--- config.mk ---
export PLATFORM = sky130hd
export DESIGN_NAME = tone_sequencer
export DESIGN_NICKNAME = d
export VERILOG_FILES = /design/src/rtl/tone_seq_pkg.sv /design/src/rtl/tone_sequencer_square_wave_gen.sv /design/src/rtl/tone_sequencer.sv
export SDC_FILE = /design/constraint.sdc
export NUM_CORES = 2
export LEC_CHECK = 0
export BUFFER_PORTS_ARGS = -buffer_cell sky130_fd_sc_hd__buf_4
export CORE_ASPECT_RATIO = 1.25
export CORE_MARGIN = 10
export CORE_UTILIZATION = 36
export DETAILED_ROUTE_END_ITERATION = 16
export GPL_TIMING_DRIVEN = 0
export HOLD_SLACK_MARGIN = 0.08
export PLACE_DENSITY_LB_ADDON = 0.05
export SETUP_SLACK_MARGIN = 0.02
export SYNTH_ARGS = -nofsm -noshare
export SYNTH_HDL_FRONTEND = slang
export SYNTH_SLANG_ARGS = --single-unit
--- constraint.sdc ---
create_clock -name CLK_50M -period 8 [get_ports CLK_50M]
set_clock_uncertainty 0.05 [all_clocks]
set_input_delay 0.4 -clock CLK_50M [delete_from_list [all_inputs] [get_ports CLK_50M]]
set_output_delay 0.4 -clock CLK_50M [all_outputs]
set_load 0.05 [all_outputs]
--- src/rtl/tone_seq_pkg.sv ---
// Shared types and constants for the tone sequencer: FSM encodings, note-table
// entry layout and a width helper.
package tone_seq_pkg;

    localparam int unsigned DIV_W   = 32;
    localparam int unsigned DUR_W   = 4;
    localparam int unsigned ENTRY_W = 1 + DUR_W + DIV_W;

    typedef logic [1:0] state_t;

    localparam state_t ST_IDLE = 2'd0;
    localparam state_t ST_LOAD = 2'd1;
    localparam state_t ST_PLAY = 2'd2;

    typedef struct packed {
        logic             rest;
        logic [DUR_W-1:0] dur;
        logic [DIV_W-1:0] divider;
    } note_entry_t;

    // Bits needed to hold 0..value-1; never returns less than 1.
    function automatic int unsigned clog2(input int unsigned value);
        int unsigned r;
        r = 0;
        while ((r < 32) && ((64'd1 << r) < 64'(value))) begin
            r = r + 1;
        end
        return (r == 0) ? 32'd1 : r;
    endfunction

endpackage

--- src/rtl/tone_sequencer_square_wave_gen.sv ---
// Free-running phase counter that toggles a square wave every `divider` cycles.
// The next-cycle wave value is exported so the caller can register a muted copy.
module square_wave_gen
    import tone_seq_pkg::*;
(
    input  logic             CLK_50M,
    input  logic             reset,
    input  logic             clear,
    input  logic             enable,
    input  logic [DIV_W-1:0] divider,
    output logic             wave_nxt_c
);

    localparam int unsigned PW = DIV_W + 1;

    logic [DIV_W-1:0] phase;
    logic [DIV_W-1:0] phase_nxt_c;
    logic             wave;
    logic             wrap_c;

    // Wrap after divider-1; a zero divider wraps every cycle (output is muted then).
    assign wrap_c = (PW'(phase) + PW'(1)) >= PW'(divider);

    always_comb begin
        phase_nxt_c = phase;
        wave_nxt_c  = wave;
        if (clear) begin
            phase_nxt_c = '0;
            wave_nxt_c  = 1'b0;
        end else if (enable) begin
            if (wrap_c) begin
                phase_nxt_c = '0;
                wave_nxt_c  = ~wave;
            end else begin
                phase_nxt_c = phase + DIV_W'(1);
            end
        end
    end

    always_ff @(posedge CLK_50M) begin
        if (reset) begin
            phase <= '0;
            wave  <= 1'b0;
        end else begin
            phase <= phase_nxt_c;
            wave  <= wave_nxt_c;
        end
    end

endmodule

--- src/rtl/tone_sequencer.sv ---
// Table-driven square-wave song player: a writable note RAM walked by an
// IDLE/LOAD/PLAY FSM, with per-note rest, duration and articulation gap.
module tone_sequencer
    import tone_seq_pkg::*;
#(
    parameter  int unsigned DEPTH      = 64,
    parameter  int unsigned BEAT_DIV   = 12500000,
    parameter  int unsigned GAP_CYCLES = 625000,
    localparam int unsigned AW         = clog2(DEPTH)
) (
    input  logic               CLK_50M,
    input  logic               reset,
    input  logic               start,
    input  logic               stop,
    input  logic               loop_mode,
    input  logic [AW-1:0]      last_idx,
    input  logic               wr_en,
    input  logic [AW-1:0]      wr_addr,
    input  logic [ENTRY_W-1:0] wr_data,
    output logic               song_output,
    output logic               playing,
    output logic [AW-1:0]      note_idx,
    output logic               done
);

    localparam int unsigned CNT_W = DUR_W + clog2(BEAT_DIV + 1);
    localparam int unsigned CMP_W = ((CNT_W > 32) ? CNT_W : 32) + 1;

    note_entry_t mem [DEPTH];
    note_entry_t cur;

    state_t           state;
    state_t           state_d;
    logic [AW-1:0]    note_idx_d;
    logic [CNT_W-1:0] cnt;
    logic [CNT_W-1:0] cnt_d;
    logic             song_d;
    logic             playing_d;
    logic             done_d;

    logic [DUR_W-1:0] dur_eff_c;
    logic [CNT_W-1:0] note_len_c;
    logic             last_cyc_c;
    logic             gap_nxt_c;
    logic             mute_nxt_c;
    logic             wave_nxt_c;

    // Note RAM: write any time, read captured only in LOAD so a rewrite of the
    // playing entry is heard from its next LOAD onward.
    always_ff @(posedge CLK_50M) begin
        if (wr_en) begin
            mem[wr_addr] <= note_entry_t'(wr_data);
        end
        if (state == ST_LOAD) begin
            cur <= mem[note_idx];
        end
    end

    square_wave_gen u_wave (
        .CLK_50M    (CLK_50M),
        .reset      (reset),
        .clear      (state != ST_PLAY),
        .enable     (state == ST_PLAY),
        .divider    (cur.divider),
        .wave_nxt_c (wave_nxt_c)
    );

    // cnt counts elapsed PLAY cycles; remaining = note_len - cnt.
    assign dur_eff_c  = (cur.dur == '0) ? DUR_W'(1) : cur.dur;
    assign note_len_c = CNT_W'(dur_eff_c) * CNT_W'(BEAT_DIV);
    assign last_cyc_c = (cnt == (note_len_c - CNT_W'(1)));
    assign gap_nxt_c  = (CMP_W'(cnt) + CMP_W'(1) + CMP_W'(GAP_CYCLES)) >= CMP_W'(note_len_c);
    assign mute_nxt_c = cur.rest | (cur.divider == '0) | gap_nxt_c;

    always_comb begin
        state_d    = state;
        note_idx_d = note_idx;
        cnt_d      = cnt;
        song_d     = 1'b0;
        done_d     = 1'b0;

        case (state)
            ST_IDLE: begin
                cnt_d      = '0;
                note_idx_d = '0;
                if (start) begin
                    state_d = ST_LOAD;
                end
            end
            ST_LOAD: begin
                cnt_d   = '0;
                state_d = ST_PLAY;
            end
            ST_PLAY: begin
                if (last_cyc_c) begin
                    cnt_d = '0;
                    if (note_idx != last_idx) begin
                        note_idx_d = note_idx + AW'(1);
                        state_d    = ST_LOAD;
                    end else if (loop_mode) begin
                        note_idx_d = '0;
                        state_d    = ST_LOAD;
                    end else begin
                        note_idx_d = '0;
                        done_d     = 1'b1;
                        state_d    = ST_IDLE;
                    end
                end else begin
                    cnt_d  = cnt + CNT_W'(1);
                    song_d = wave_nxt_c & ~mute_nxt_c;
                end
            end
            default: begin
                state_d    = ST_IDLE;
                note_idx_d = '0;
                cnt_d      = '0;
            end
        endcase

        if (stop) begin
            state_d    = ST_IDLE;
            note_idx_d = '0;
            cnt_d      = '0;
            song_d     = 1'b0;
            done_d     = 1'b0;
        end

        playing_d = (state_d != ST_IDLE);
    end

    always_ff @(posedge CLK_50M) begin
        if (reset) begin
            state       <= ST_IDLE;
            note_idx    <= '0;
            cnt         <= '0;
            song_output <= 1'b0;
            playing     <= 1'b0;
            done        <= 1'b0;
        end else begin
            state       <= state_d;
            note_idx    <= note_idx_d;
            cnt         <= cnt_d;
            song_output <= song_d;
            playing     <= playing_d;
            done        <= done_d;
        end
    end

endmodule

==> run summary <==
sequential area share after synthesis: 75.4%
power density cells: 235 mW/mm²
crit path buf inv count: 4
Core ar.: 0.270 mm²
max frequency: 138 MHz
Reg area: 0.0737 mm²
CTS resizes: 0
R2R Path Start: cur[35]
Final Power: 26.7 mW
initial antenna violation count: 5
final antenna-violating net count: 0
mapped cell area: 0.0977 mm²
Via Count: 46600
Crit path max-delay family: simple AND/OR/NAND/NOR gates
worst setup path startpoint: cur[35]
Synth cell types: 81
Initial DRC Count: 4165
post-route cell area: 0.114 mm²
final hold violations: 0
Hold Path Class: input port to register
Detailed Routing Iterations Pass 1: 6
Num Clock Sinks: 2477
final core occ: 42.1%
Multi-input gate area: 0.0234 mm²
Worst path slowest cell: fa_1
Post-synth EDFFs: 2405
Required @ worst endpoint: 8.66 ns
largest net degree at the start of global routing: 65
routed len/inst: 34.5 µm
CP max FO: 10
arrival time worst endpoint: 7.93 ns
Die Height: 602 µm
CTS Buf Count: 267
Slew @ Worst Pin: 1.46 ns
via/cell ratio: 5.46
Synth top area share: 73.9%
post-route minimum period: 7.27 ns
synth top area cells: edfxtp_1 74%, mux4_2 18%, dfxtp_1 1.5%
commonest non-fill, non-tap cells in the layout: 2405 x edfxtp_1, 768 x mux4_2, 279 x clkbuf_16
cells after synthesis: 4322
Ys Warns: 0
fin. max-slew vios: 0
outcome: finished, final reports clean
Ports: 64
clock root cell: clkbuf_16
Tot GR Track Use: 19.8%
share of post-route cells with drive strength above 1: 28.2%
critical path, cell by cell: inv_1 -> ha_1 -> nand2b_1 -> nand2b_1 -> inv_1 -> fa_1 -> inv_1 -> fa_1 -> or3b_1 -> nor4b_4 -> o221ai_1 -> a2111oi_2 -> xor2_1 -> o21bai_1 -> nor4_1 -> nand4_1 -> a211oi_1 -> o22ai_1 -> dlygate4sd3_1
# Max-Cap Violations: 0
GRT overflow: 0
DRC errors left: 0
Leak: 34.3 nW
syn_area_per_cell: 22.6 µm²
wire length after detailed routing: 294000 µm
worst skew pair latency: 0.85 ns
port buffer count: 59
first-pass GRT wire length: 407000 µm
Async SR Flop Fraction: 0%
Filler Cell Count: 23400
most common cell after layout, fill and taps aside: edfxtp_1
gpl congestion: 0.801
Worst Hold Launch: wr_data[11]
slew margin rel.: 2.63%
clock transition at the registers of the reported paths: 0.06 ns
initial core utilization: 36.2%
Row Count: 213
critical path class: register to register
Final period util: 90.9%
Largest stage delay, worst path: 0.65 ns
Post-Syn Nets: 4466
area grow syn2layout: 16.4%
Post-DP Area: 0.105 mm²
CP Launch Type: register
final setup fails: 0
cell mode on critical path: inv_1
die footprint: 0.293 mm²
Synth Register Bits: 2477
ys flop type: edfxtp_1
Max IR drop VDD: 0.000133 V
dpl hpwl: 197000 µm
number of global-route vias before repair: 49300
# H-tree levels: 5
Die Width: 486 µm
RSZ-0062 raised after global routing: false
Nets: 4940
Bufs on Longest Clock Path: 4
Worst Hold Slack: 0.102 ns
CP Capture Type: register
area leader, netlist: edfxtp_1
CTS tree: done
[metrics by stage]
stage	TNS (ns)	instances	setup WS [ns]
after floorplan	0	4322	2.70
after global placement	-14.88	7928	-0.281
after detailed placement	0	8030	0.723
after CTS	0	8523	0.615
after global routing	0	8526	0.405
final	0	8527	0.729
[power by group]
part | switching, mW | internal [mW] | leakage, nW
clock network | 5.02 | 6.79 | 3.95
logic | 0.422 | 0.157 | 8.12
registers | 0.0240 | 14.3 | 22.2
total | 5.47 | 21.3 | 34.3
[worst paths after layout]
check	endpoint	slack, ns	cells after the start
max	playing	0.73	19
min	mem[18][11]	0.10	1
max reg2reg	playing	0.73	19
min reg2reg	cnt[0]	0.40	1
[sequential cells by signal (all words and copies together) (netlist names), 2 cells and up]
register,count
note_idx,6
mem,2368
cnt,28
cur,37
state,2
u_wave.phase,32
[cell type report]
class	instances	area share, %
antenna	2	0.00440
buffer	212	0.756
clock buffer	353	6.43
clock inverter	98	0.691
inverter	76	0.251
multi-input combinational	1557	20.6
sequential	2477	64.8
tap	3547	3.90
timing repair buffer	205	2.59
[worst reg2reg max path: cells and delay by family, from the launching register on]
kind                       cells  cell delay (ns)
adders and majority gates      3             1.48
buffers and inverters          4             1.38
and+or+nand+nor                6             1.95
xor gates and xnor gates       1             0.17
DFF                            1             0.61
AOI/OAI and AO/OA              5             1.49
[cell usage after synthesis, drive strengths merged (3+ instances only)]
master	count
nor4	19
xnor2	78
ha	81
nand3	35
nand2	63
clkbuf	139
o211ai	4
inv	76
a2111oi	4
buf	73
nor2b	43
mux4	768
edfxtp	2405
a21o	19
nand3b	4
mux2i	11
nand4	32
nor2	144
mux2	10
and2	5
nand2b	11
or3	4
dfxtp	72
and3	21
a31oi	7
o21ai	36
o21bai	7
nor3	12
a21oi	35
o21a	3
xor2	40
o31ai	3
a211oi	10
or2	3
fa	8
[cells by family after synthesis]
kind of cell	share of synthesized area (%)
buf+inv	1.13
fa+ha+maj	1.21
compound gates	1.08
simple gates	2.11
flops	75.4
mux	17.9
xor+xnor	1.11
[metal layers]
layer | wire [µm] | up-vias | track usage, %
li1 | - | 19200 | -
met5 | 20 | - | 0
met3 | 10800 | 361 | 2.41
met1 | 119000 | 25900 | 25.2
met2 | 155000 | 1137 | 35.6
met4 | 8900 | 2 | 5.68
[what timing repair did]
action                                 in CTS  in global routing
endpoints found under the hold margin    1151                  0
hold buffers                               42                  0
setup buffers                               0                  0
Power figures use the tool's default switching activity.
